### config.mk
export PLATFORM = sky130hd
export DESIGN_NAME = pc_fetch_unit
export DESIGN_NICKNAME = d
export VERILOG_FILES = /design/src/rtl/pc_fetch_unit_pkg.sv /design/src/rtl/pc_fetch_unit_wrap_counter.sv /design/src/rtl/pc_fetch_unit.sv
export SDC_FILE = /design/constraint.sdc
export NUM_CORES = 1
export LEC_CHECK = 0
export ABC_AREA = 1
export CAP_MARGIN = 5
export CORE_ASPECT_RATIO = 0.9
export CORE_MARGIN = 2
export CORE_UTILIZATION = 25
export CTS_CLUSTER_DIAMETER = 100
export CTS_CLUSTER_SIZE = 14
export DETAILED_ROUTE_END_ITERATION = 8
export PLACE_DENSITY = 0.57
export SKIP_LAST_GASP = 1
export SLEW_MARGIN = 10
export SYNTH_ARGS = -nofsm -noshare
export SYNTH_HDL_FRONTEND = slang
export SYNTH_HIERARCHICAL = 1
export SYNTH_SLANG_ARGS = --single-unit
### constraint.sdc
create_clock -name clk -period 4.8 [get_ports clk]
set_clock_uncertainty 0.1 [all_clocks]
set_input_delay 0.72 -clock clk [delete_from_list [all_inputs] [get_ports clk]]
set_output_delay 0.72 -clock clk [all_outputs]
set_load 0.02 [all_outputs]
### src/rtl/pc_fetch_unit_pkg.sv
// Shared constants for the PC/fetch block: datapath width, fetch FSM state
// encodings and the default reset PC.
package pc_fetch_unit_pkg;

    localparam int unsigned XLEN = 32;

    localparam logic [XLEN-1:0] FETCH_RESET_PC = 32'h0000_3000;

    typedef enum logic [1:0] {
        FETCH_S_REQ  = 2'd0,
        FETCH_S_WAIT = 2'd1,
        FETCH_S_HOLD = 2'd2,
        FETCH_S_ERR  = 2'd3
    } fetch_state_e;

endpackage

### src/rtl/pc_fetch_unit_wrap_counter.sv
// Free-running up counter with enable; wraps modulo 2^W.
module wrap_counter #(
    parameter int unsigned W = 32
) (
    input  logic         clk,
    input  logic         rst,
    input  logic         en,
    output logic [W-1:0] count
);

    logic [W-1:0] count_q;
    logic [W-1:0] count_d;

    always_comb begin
        count_d = count_q;
        if (en) begin
            count_d = count_q + W'(1);
        end
    end

    always_ff @(posedge clk) begin
        if (rst) begin
            count_q <= '0;
        end else begin
            count_q <= count_d;
        end
    end

    assign count = count_q;

endmodule

### src/rtl/pc_fetch_unit.sv
// Architectural PC owner: fetches the word at pc over req/gnt/rvalid and
// presents {pc, instr} downstream; loads npc when downstream accepts.
module pc_fetch_unit
    import pc_fetch_unit_pkg::*;
#(
    parameter logic [XLEN-1:0] RESET_PC = FETCH_RESET_PC,
    parameter int unsigned     CNT_W    = 32
) (
    input  logic             clk,
    input  logic             rst,
    input  logic [XLEN-1:0]  npc,
    output logic             imem_req,
    output logic [XLEN-1:0]  imem_addr,
    input  logic             imem_gnt,
    input  logic             imem_rvalid,
    input  logic [XLEN-1:0]  imem_rdata,
    output logic             instr_valid,
    input  logic             instr_ready,
    output logic [XLEN-1:0]  pc,
    output logic [XLEN-1:0]  instr,
    output logic             fetch_err,
    output logic [CNT_W-1:0] fetch_count
);

    fetch_state_e    state_q;
    fetch_state_e    state_d;
    logic [XLEN-1:0] pc_q;
    logic [XLEN-1:0] pc_d;
    logic [XLEN-1:0] instr_q;
    logic [XLEN-1:0] instr_d;
    logic            err_q;
    logic            err_d;
    logic            accept;
    logic            misaligned;

    assign misaligned = (pc_q[1:0] != 2'b00);

    // Next-state and datapath updates
    always_comb begin
        state_d = state_q;
        pc_d    = pc_q;
        instr_d = instr_q;
        err_d   = err_q;
        accept  = 1'b0;
        unique case (state_q)
            FETCH_S_REQ: begin
                if (misaligned) begin
                    state_d = FETCH_S_ERR;
                    err_d   = 1'b1;
                end else if (imem_gnt) begin
                    state_d = FETCH_S_WAIT;
                end
            end
            FETCH_S_WAIT: begin
                if (imem_rvalid) begin
                    instr_d = imem_rdata;
                    state_d = FETCH_S_HOLD;
                end
            end
            FETCH_S_HOLD: begin
                if (instr_ready) begin
                    pc_d    = npc;
                    accept  = 1'b1;
                    state_d = FETCH_S_REQ;
                end
            end
            FETCH_S_ERR: begin
                state_d = FETCH_S_ERR;
            end
        endcase
    end

    always_ff @(posedge clk) begin
        if (rst) begin
            state_q <= FETCH_S_REQ;
            pc_q    <= RESET_PC;
            instr_q <= '0;
            err_q   <= 1'b0;
        end else begin
            state_q <= state_d;
            pc_q    <= pc_d;
            instr_q <= instr_d;
            err_q   <= err_d;
        end
    end

    wrap_counter #(
        .W (CNT_W)
    ) u_fetch_count (
        .clk   (clk),
        .rst   (rst),
        .en    (accept),
        .count (fetch_count)
    );

    // Handshake strobes are state decodes, forced low while reset is applied
    assign imem_req    = !rst && (state_q == FETCH_S_REQ) && !misaligned;
    assign instr_valid = !rst && (state_q == FETCH_S_HOLD);
    assign imem_addr   = pc_q;
    assign pc          = pc_q;
    assign instr       = instr_q;
    assign fetch_err   = err_q;

endmodule
**Yosys cells after proc, flatten, opt, wreduce, memory -nomap -nowiden**

Index checks and enable logic that the tools add are counted.

- Register bits: 99
- Input port bits: 69
- Output and inout port bits: 131
- Word-level logic and storage cells: 30

- Add/subtract/negate cells: 1
- Equal/unequal tests: 6
- Multiplexer cells: 7
- Reductions and logical operators: 11

Operators by type and width:

| operator | count |
|---|---|
| $add A32 B1 Y32 const B | 1 |
| $mux W2 | 4 |
| $pmux W2 S4 | 1 |
| $reduce_and A2 Y1 | 3 |
| $eq A2 B2 Y1 const B | 2 |
| $ne A2 B2 Y1 const B | 2 |
| $logic_and A1 B1 Y1 | 3 |
| $ne A3 B3 Y1 const B | 1 |
| $reduce_and A3 Y1 | 1 |
| $eq A2 B1 Y1 const B | 1 |
| $logic_not A1 Y1 | 2 |
| $logic_not A2 Y1 | 1 |
| $mux W1 | 2 |
| $reduce_bool A2 Y1 | 1 |

**Logic depth before layout (Yosys ltp)**

Gate-level depths: netlist (run 1).

- Depth in word-level cells: 3
- Mapped depth: 14
- Mapped depth without buffers: 12

**Cells and area by module**

The synthesis (run 1) kept the hierarchy.

Modules (own cells, without submodules):

| module | times used | cells an instance | area each (um^2) | sequential area each (um^2) |
|---|---|---|---|---|
| pc_fetch_unit | 1 | 350 | 2,782.7 | 1,341.3 |
| wrap_counter | 1 | 263 | 1,793.0 | 640.6 |

**Worst setup path before layout (run 1)**

OpenSTA, ideal clock, no wires.

- Path type: input-to-output
- From: input port rst
- To: output port imem_req
- Arrival time: 1,423 ps
- Data required time: 3,980 ps
- Slack: 2,557 ps
- Stages: 4
- Path buffers: 1
- Cells stage by stage: inv_2 > buf_4 > nand2_1 > nor3_1

- Longest elaborated chain between the ends: 3

Ends and longest elaborated chain:

| item | RTL line | text |
|---|---|---|
| start: declaration | pc_fetch_unit.sv:10 | `input logic rst,` |
| $logic_not A1 Y1 | pc_fetch_unit.sv:97 | `assign imem_req = !rst && (state_q == FETCH_S_REQ) && !misaligned;` |
| $logic_and A1 B1 Y1 (2 in a row) | pc_fetch_unit.sv:97 |  |
| end: declaration | pc_fetch_unit.sv:12 | `output logic imem_req,` |

No other way between the ends.

**Worst setup path after layout (run 1)**

Same ends and word-level chain as after synthesis.

==> summary.txt, run 1 <==
Logic synthesis
  – Post-synthesis net count: 688
  – Mean Syn Cell Area: ~7.5 sq um
  – Async SR Flop Fraction: 0%
  – Cells after Synth: around 600
  – Synth unique cells: 32
  – Mapped Area: roughly 4600 sq um
  – Syn. warnings: 6
  – Post-synthesis sequential area ratio: 43.3%
  – Post-synth EDFFs: 0
  – Post-synthesis register bit count: 99
  – Main synth FF type: dfxtp_1

Die
  – Die Y: 132 um
  – Row count: 46
  – Core area: ~18000 sq um
  – Die extent in x: about 150 um
  – Die area: 19400 sq um
  – # IOs: 200
  – Starting density of the core: 25.7%

Critical path
  – CP arrival: 2.48 ns
  – CP max FO: 12
  – Worst setup EP type: primary output
  – Critical path required time: ~4.0 ns
  – CP Launch Type: input pin
  – Setup Crit Path Kind: input pin to primary output

Global routing
  – GRT Overall Usage: 12.9%
  – Gr ovfl total: 0
  – Antenna violations before repair: 0
  – Vias in the first global route: 3938
  – First-pass GRT wire length: 20300 um
  – Largest net degree at the start of global routing: 68

Place
  – Placed Cells: 998
  – Port bufs: approximately 200
  – RD Place Congestion: 0.770
  – DP HPWL: 9060 um

Cells and area
  – Multi-input combinational cell area: 1980 sq um
  – Nets: roughly 840
  – Fillers: 1865
  – P&R area growth vs syn: 46.8%
  – Antenna Cells: 0
  – Fraction of layout cells with a size suffix above 1: 7.88%
  – Register area: 1980 sq um
  – Final cell count without fillers: a little over 1000

Timing
  – Fmax: 303 MHz
  – Total negative slack: 0 ns
  – Number of max-slew violations in the final report: 0
  – Worst-margin pin slew: 0.744 ns
  – RSZ-0062 raised after global routing: false
  – # setup viols final: 0
  – Final hold violations: 0
  – Slew Limit Headroom: 50.3%
  – Post-route minimum period: around 3.3 ns
  – Fin crit share: ~70%

Power
  – Leak: 2.52 nW
  – Peak supply drop: about 0.25 mV
  – P per Cell Area: approximately 390 nW/um^2

Detailed routing
  – TritonRoute pass-1 iters: 4
  – Uppermost layer routed: met4
  – Met3 WL: around 1100 um
  – DRC: 0
  – Drt wl/cell: ~12 um
  – Met2 WL: 5710 um
  – Drt total wl: 12600 um
  – Initial DRC Count: approximately 190
  – DR vias: between 4000 and 5000
  – DRT met1 WL: roughly 5600 um
  – Vias per inst: approximately 4.2
  – Antenna Nets Post-Route: 0

Clock network
  – CTS buffer count: 9
  – Hold_buf cts: 0
  – CTS resizes: 0
  – Num Clock Sinks: 99
  – CTS Buffer Depth: 2
  – H-Tree Depth: 3
  – Postcts setup bufs: 0
  – CTS tree: done
  – Clock-pin slew on the worst setup and hold paths: 0.06 ns
  – Clock Tree Root: clkbuf_16
  – Skew-Pair Late Insertion Delay: 0.36 ns

Worst hold path
  – Worst hold path class: flop to flop

Job
  – Max cap viols: 0

Status
  – Status: completed
-- routing by layer --
layer  vias to the layer above  track usage (%)
li1                       2216                -
met1                      1896             16.0
met2                       144             20.6
met3                        10             5.47
met4                         0             3.56
met5                         -                0
-- through the flow --
stage | power (W) | hold slack, ns | instance area (sq um) | utilization (%) | setup slack, ns
global placement | 0.00197 | 0.355 | 6430 | 36.2 | 1.50
detailed placement | 0.00197 | 0.353 | 6430 | 36.2 | 1.47
CTS | 0.00270 | 0.370 | 6720 | 37.8 | 1.46
floorplan | 0.00163 | 0.442 | 4580 | - | 2.56
global route | 0.00281 | 0.395 | 6720 | 37.8 | 1.41
finish | 0.00265 | 0.365 | 6720 | 37.8 | 1.50
-- worst paths after layout --
kind	cells after the start	endpoint	start	slack (ns)
max reg2reg	11	u_fetch_count/count[24]	state_q[0]	2.40
max	5	imem_req	rst	1.50
min	2	fetch_err	fetch_err	0.36
min reg2reg	2	fetch_err	fetch_err	0.36
-- state kept, by name (all words and copies together), names as in the netlist --
signal               count
instr                   32
u_fetch_count/count     32
state_q                  2
imem_addr               32
fetch_err                1
-- cell families after synthesis --
family,synth area share [%]
buffers and inverters,13.5
adder cells (fa/ha/maj),1.64
XOR/XNOR,0.574
AO/OA/AOI/OAI,10.6
AND/OR/NAND/NOR,30.4
flip-flops,43.3
-- cells in the mapped netlist, types with 2 or more instances --
master	instances	share of area [%]
a21oi_1	20	2.2
nor2_4	8	2.0
o21ai_1	19	2.1
buf_4	35	5.7
buf_12	3	1.3
nor2_2	15	2.1
xnor2_1	3	0.57
nand4_1	8	1.1
nand2_1	69	5.7
clkbuf_2	2	0.22
inv_1	40	3.3
dfxtp_1	99	43
ha_1	6	1.6
o21ai_0	53	5.8
buf_6	6	1.5
inv_2	3	0.25
nand2_2	12	1.6
nand3_1	25	2.7
o21a_1	2	0.33
nor3_1	2	0.22
buf_2	5	0.55
nor2_1	166	14
clkbuf_1	3	0.25
-- layout make-up --
type                            count  share of cell area, %
Timing Repair Buffer              200                   29.8
Sequential cell                    99                   29.5
Multi-Input combinational cell    414                   29.4
Tap cell                          240                   4.47
Clock buffer                       10                   3.41
Inverter                           45                   2.63
Clock inverter                      6                  0.782
-- critical path: stages --
cell             delay (ns)
clkdlybuf4s50_1        0.74
inv_2                  0.17
nand2_1                0.07
nor3_1                 0.13
clkdlybuf4s50_1        0.64
-- where the power goes --
part | internal (W) | leakage, nW | switching, W
combinational | 0.000417 | 1.57 | 0.000501
clock | 0.000364 | 0.139 | 0.000347
sequential | 0.000939 | 0.804 | 0.0000807
-- layout by cell type (no fill, tap or decap) --
cell type        Yosys  routed
a21oi_1             20      20
a31o_2               1       1
and3_1               1       1
buf_4               35       1
clkbuf_1             3       1
clkbuf_16            0       9
clkdlybuf4s50_1      0     199
dfxtp_1             99      99
ha_1                 6       6
inv_1               40      40
inv_2                3       3
inv_4                1       1
inv_6                1       7
nand2_1             69      69
nand2_2             12      12
nand2_4              1       1
nand3_1             25      25
nand3_2              1       1
nand3_4              1       1
nand4_1              8       8
nor2_1             166     166
nor2_2              15      15
nor2_4               8       8
nor2_8               1       1
nor3_1               2       2
o21a_1               2       2
o21ai_0             53      53
o21ai_1             19      19
xnor2_1              3       3
(Power assumes the default switching activity.)
==> inputs of run 2 (changes only) <==
==> constraint.sdc (replaced) <==
create_clock -name clk -period 3.1 [get_ports clk]
set_clock_uncertainty 0.1 [all_clocks]
set_input_delay 0.465 -clock clk [delete_from_list [all_inputs] [get_ports clk]]
set_output_delay 0.465 -clock clk [all_outputs]
set_load 0.02 [all_outputs]
==> summary.txt, run 2 (synthesis gave the netlist of run 1 again) <==
Status
  – Status: completed

Timing
  – # setup viols final: 0 (unchanged)
  – Fin crit share: 78.1%
  – RSZ-0062 raised after global routing: false
  – Fmax: approximately 410 MHz
  – Total negative slack: 0 ns (unchanged)
  – Worst-margin pin slew: 0.609 ns (-0.135 ns)
  – Post-route minimum period: 2.42 ns
  – Final hold violations: 0 (unchanged)
  – Number of max-slew violations in the final report: 0 (unchanged)
  – Slew Limit Headroom: 59.4% (+9.0 points)

Critical path
  – Slowest Stage Delay on Critical Path: 0.62 ns (-0.12 ns)
  – Setup Crit Path Kind: input pin to primary output
  – CP max FO: 11 (-1)
  – Worst path slowest cell: clkdlybuf4s50_1
  – R2r worst-path depth: 11 (unchanged)
  – Critical path required time: 2.53 ns (-1.45 ns)
  – Crit path launch: rst
  – Worst setup EP type: primary output
  – CP Launch Type: input pin
  – Reg2reg start: state_q[0]
  – CP Cell Sequence: clkdlybuf4s50_1, buf_4, nor2_1, clkdlybuf4s50_1
  – Reg2reg end: u_fetch_count/count[24]
  – CP most frequent cell: clkdlybuf4s50_1
  – CP arrival: 1.86 ns (-0.62 ns)
  – FF-to-FF setup slack: 0.99 ns (-1.41 ns)

Clock network
  – H-Tree Depth: 3 (unchanged)
  – CTS Buffer Depth: 2 (unchanged)
  – Clock Tree Root: clkbuf_16
  – Hold_buf cts: 0 (unchanged)
  – CTS tree: done
  – CTS buffer count: 9 (unchanged)
  – Clock-pin slew on the worst setup and hold paths: 0.06 ns (about the same)
  – Postcts setup bufs: 0 (unchanged)
  – CTS resizes: 0 (unchanged)
  – Num Clock Sinks: 99 (unchanged)
  – Skew-Pair Late Insertion Delay: 0.34 ns (-0.02 ns)

Power
  – Clock share of power: 28.7% (+1.9 points)
  – P per Cell Area: 623 nW/um^2 (+58%)
  – Internal: 0.00282 W (+64%)
  – Peak supply drop: 0.274 mV (+9.4%)
  – Psw: 0.00140 W (+51%)
  – Sequential power share: 37.3% (-1.2 points)
  – Leak: 2.55 nW (+1.3%)
  – Sw Ratio: 33.2% (-1.8 points)
  – Comb pwr share: 34.0% (-0.7 points)

Global routing
  – First-pass GRT wire length: 20500 um (+1.1%)
  – GRT Overall Usage: 13.1% (+0.21 points)
  – Gr ovfl total: 0 (unchanged)
  – Antenna violations before repair: 0 (unchanged)
  – Vias in the first global route: 4093 (+3.9%)
  – Largest net degree at the start of global routing: 68 (unchanged)

Cells and area
  – Register area: 1980 sq um (unchanged)
  – P&R area growth vs syn: 48.3%
  – Fraction of layout cells with a size suffix above 1: 8.35% (+0.47 points)
  – Final cell count without fillers: 1018 (+0.39%)
  – Multi-input combinational cell area: 1980 sq um (unchanged)
  – Design area: 6780 sq um (+1.0%)
  – Nets: 848 (+0.47%)
  – Commonest non-fill, non-tap cell in the layout: clkdlybuf4s50_1
  – Antenna Cells: 0 (unchanged)
  – Most frequent cells in the layout: 199 x clkdlybuf4s50_1, 166 x nor2_1, 99 x dfxtp_1
  – Fillers: 1851 (-0.75%)

Detailed routing
  – Antenna Nets Post-Route: 0 (unchanged)
  – DR vias: 4256 (-0.23%)
  – Met2 WL: 5760 um (+0.82%)
  – Initial DRC Count: 158 (-16%)
  – Uppermost layer routed: met4
  – Met3 WL: 1140 um (-0.35%)
  – Drt wl/cell: 12.4 um (-0.69%)
  – Vias per inst: 4.18 (-0.63%)
  – Drt total wl: 12600 um (-0.30%)
  – TritonRoute pass-1 iters: 4 (unchanged)
  – DRT met1 WL: 5540 um (-1.7%)
  – DRC: 0 (unchanged)

Place
  – Placed Cells: 1002 (+0.40%)
  – Port bufs: 199 (unchanged)
  – Placed instance area: 6460 sq um (+0.47%)
  – RD Place Congestion: 0.784 (+1.8%)
  – DP HPWL: 9100 um (+0.48%)

Die
  – Die area: 19400 sq um (unchanged)
  – Core area: 17800 sq um (unchanged)
  – # IOs: 200 (unchanged)
  – Starting density of the core: 25.7% (unchanged)
  – Die extent in x: 147 um (unchanged)
  – Die Y: 132 um (unchanged)
  – Row count: 46 (unchanged)

Worst hold path
  – Hold Path Depth: 2 (unchanged)
  – Worst hold path class: flop to flop
  – Worst Min Path Start: fetch_err
  – Hold endpoint: fetch_err

Job
  – Max cap viols: 0 (unchanged)
## run 2: through the flow
stage	power [W]	utilization (%)	hold WS [ns]	setup WS [ns]
floorplan	0.00253	-	0.442	1.19
global placement	0.00306	36.4	0.345	0.696
detailed placement	0.00306	36.4	0.351	0.658
CTS	0.00431	38.1	0.368	0.630
global route	0.00449	38.1	0.399	0.545
finish	0.00422	38.1	0.360	0.679
## run 2: power by group through the flow
stage / Combinational [W] / Sequential [W] / Clock [W]
global placement: 0.00146 / 0.00160 / 0
CTS: 0.00146 / 0.00158 / 0.00127
floorplan: 0.000737 / 0.00179 / 0
global route: 0.00157 / 0.00161 / 0.00131
finish: 0.00144 / 0.00158 / 0.00121
detailed placement: 0.00146 / 0.00161 / 0
## run 2: worst max path at each step
stage,end,slack [ns],cells past startpoint
floorplan,u_fetch_count/count[24],1.19,13
global placement,instr_valid,0.70,4
detailed placement,instr_valid,0.66,4
CTS,imem_req,0.63,5
global route,instr_valid,0.55,5
finish,instr_valid,0.68,4
## run 2: worst max-delay path, delay by kind of cell
kind | cells | cell delay, ns
simple gates | 1 | 0.11
buf+inv | 3 | 1.27
## run 2: layout make-up
| type | count | share of cell area [%] |
|---|---|---|
| Sequential cell | 99 | 29.2 |
| Clock inverter | 6 | 1.33 |
| Multi-Input combinational cell | 414 | 29.1 |
| Timing Repair Buffer | 204 | 29.9 |
| Inverter | 45 | 2.60 |
| Clock buffer | 10 | 3.38 |
| Tap cell | 240 | 4.43 |
## run 2: metal layers
layer  vias to the layer above  global-route usage, %
li1                       2221                      -
met1                      1899                   15.5
met2                       127                   21.5
met3                         9                   5.81
met4                         0                   3.99
met5                         -                      0
==> inputs of run 3 (changes only) <==
==> constraint.sdc (replaced) <==
create_clock -name clk -period 2.4 [get_ports clk]
set_clock_uncertainty 0.1 [all_clocks]
set_input_delay 0.36 -clock clk [delete_from_list [all_inputs] [get_ports clk]]
set_output_delay 0.36 -clock clk [all_outputs]
set_load 0.02 [all_outputs]
==> summary.txt, run 3 (synthesis gave the netlist of run 1 again) <==
Worst hold path
  – Worst hold path class: flop to flop
  – Hold Path Depth: 2 (unchanged)

Cells and area
  – Commonest non-fill, non-tap cell in the layout: clkdlybuf4s50_1
  – Antenna Cells: 0 (unchanged)
  – Most frequent cells in the layout: 198 x clkdlybuf4s50_1, 166 x nor2_1, 99 x dfxtp_1
  – Nets: 850 (+0.24%)
  – P&R area growth vs syn: 49.2%
  – Fillers: 1863 (+0.65%)
  – Fraction of layout cells with a size suffix above 1: 8.72% (+0.36 points)

Timing
  – RSZ-0062 raised after global routing: false
  – Setup WS post-layout: 0.128 ns (-0.551 ns)
  – Fmax: 440 MHz
  – Slew Limit Headroom: 57.8% (-1.6 points)
  – Post-route minimum period: 2.27 ns
  – Worst-margin pin slew: 0.634 ns (+0.0246 ns)
  – Total negative slack: 0 ns (unchanged)
  – Fin crit share: between 90% and 100%
  – # setup viols final: 0 (unchanged)
  – Number of max-slew violations in the final report: 0 (unchanged)
  – Final hold violations: 0 (unchanged)

Clock network
  – Num Clock Sinks: 99 (unchanged)
  – Clock-pin slew on the worst setup and hold paths: 0.07 ns (about the same)
  – Clock Tree Root: clkbuf_16
  – CTS buffer count: 9 (unchanged)
  – H-Tree Depth: 3 (unchanged)
  – Skew-Pair Late Insertion Delay: 0.35 ns (about the same)
  – CTS tree: done
  – Postcts setup bufs: 0 (unchanged)
  – CTS Buffer Depth: 2 (unchanged)

Critical path
  – Slowest Stage Delay on Critical Path: 0.63 ns (about the same)
  – Setup Crit Path Kind: flop to primary output
  – Critical path required time: 1.94 ns (-0.59 ns)
  – CP arrival: 1.81 ns (-0.05 ns)
  – CP max FO: 4 (-7)
  – CP Launch Type: flop
  – CP Cell Sequence: inv_1, ha_1, inv_1, nor2_1, clkdlybuf4s50_1
  – R2r worst-path depth: 11 (unchanged)
  – CP Buf/Inv Count: 3 (unchanged)
  – Worst setup EP type: primary output
  – WP depth: 5 (+1)
  – CP most frequent cell: inv_1
  – Top delay family on crit path: buffers and inverters
  – Worst path slowest cell: clkdlybuf4s50_1

Power
  – Sw Ratio: 33.6% (+0.40 points)
  – Sequential power share: 36.7% (-0.6 points)
  – Internal: 0.00368 W (+31%)
  – Psw: 0.00187 W (+33%)
  – P per Cell Area: 812 nW/um^2 (+30%)
  – Leak: 2.59 nW (+1.4%)
  – Peak supply drop: 0.378 mV (+38%)
  – Clock share of power: 29.3% (+0.6 points)
  – Comb pwr share: 33.9% (about the same)

Detailed routing
  – Drt wl/cell: 12.3 um (-0.18%)
  – Drt total wl: 12600 um (about the same)
  – Vias per inst: 4.18 (about the same)
  – DRC: 0 (unchanged)
  – Initial DRC Count: 186 (+18%)
  – DR vias: 4268 (+0.28%)
  – TritonRoute pass-1 iters: 4 (unchanged)
  – Antenna Nets Post-Route: 0 (unchanged)

Global routing
  – Gr ovfl total: 0 (unchanged)
  – First-pass GRT wire length: 20800 um (+1.4%)
  – GRT Overall Usage: 13.2% (+0.11 points)
  – Largest net degree at the start of global routing: 68 (unchanged)
  – Antenna violations before repair: 1 (+1)
  – Vias in the first global route: 4060 (-0.81%)

Status
  – Status: completed

Die
  – Starting density of the core: 25.7% (unchanged)
  – Row count: 46 (unchanged)
  – Die area: 19400 sq um (unchanged)
  – Die Y: 132 um (unchanged)
  – Die extent in x: 147 um (unchanged)
  – Core area: 17800 sq um (unchanged)
  – # IOs: 200 (unchanged)

Place
  – Port bufs: 199 (unchanged)
  – RD Place Congestion: 0.770 (-1.7%)
  – DP HPWL: 9230 um (+1.4%)
  – Pre-CTS setup slack: 0.179 ns (-0.478 ns)

Job
  – Max cap viols: 0 (unchanged)
==> run 3: timing repair <==
action | 4_1_cts | 5_1_grt
endpoints found under the setup margin | 0 | 1
resized for setup | 0 | 1
hold buffers | 0 | 0
==> run 3: power groups by stage <==
| stage | combinational, W | clock (W) | sequential, W |
|---|---|---|---|
| global route | 0.00205 | 0.00175 | 0.00207 |
| global placement | 0.00190 | 0 | 0.00207 |
| CTS | 0.00191 | 0.00170 | 0.00204 |
| finish | 0.00188 | 0.00163 | 0.00204 |
| floorplan | 0.000952 | 0 | 0.00232 |
| detailed placement | 0.00191 | 0 | 0.00208 |
==> run 3: path summary, 6_finish.rpt <==
| check | slack (ns) | end | start |
|---|---|---|---|
| setup / recovery | 0.13 | instr_valid | state_q[0] |
| setup reg to reg | 0.59 | u_fetch_count/count[28] | state_q[0] |
| hold reg to reg | 0.36 | fetch_err | fetch_err |
| hold / removal | 0.36 | fetch_err | fetch_err |
==> run 3: layout make-up <==
type / count / area [sq um] / area share, %
Clock buffer: 9 / 225 / 3.30
Clock inverter: 7 / 106 / 1.56
Inverter: 45 / 176 / 2.58
Multi-Input combinational cell: 414 / 1980 / 29.0
Sequential cell: 99 / 1980 / 29.0
Tap cell: 240 / 300 / 4.40
Timing Repair Buffer: 206 / 2060 / 30.2
==> run 3: routing by layer <==
metal	wire length (um)	up-vias	global-route usage, %
met2	5760	139	21.0
met4	173	0	3.78
met3	1130	13	5.43
met5	0	-	0
li1	-	2230	-
met1	5530	1886	16.5
==> run 3: per-stage QoR <==
stage               util (%)  cell area [sq um]  power, W  hold slack (ns)  instances
CTS                     38.4               6820   0.00566            0.365       1020
detailed placement      36.5               6490   0.00398            0.347       1004
global route            38.4               6830   0.00588            0.408       1020
global placement        36.5               6490   0.00398            0.342       1004
finish                  38.4               6830   0.00555            0.359       1020
floorplan                  -               4580   0.00327            0.373        613
==> run 3: worst min-delay path, cell delays in order, from the launching register on <==
cell and delay (ns):
dfxtp_1 0.33, nand2_1 0.05, o21ai_0 0.05
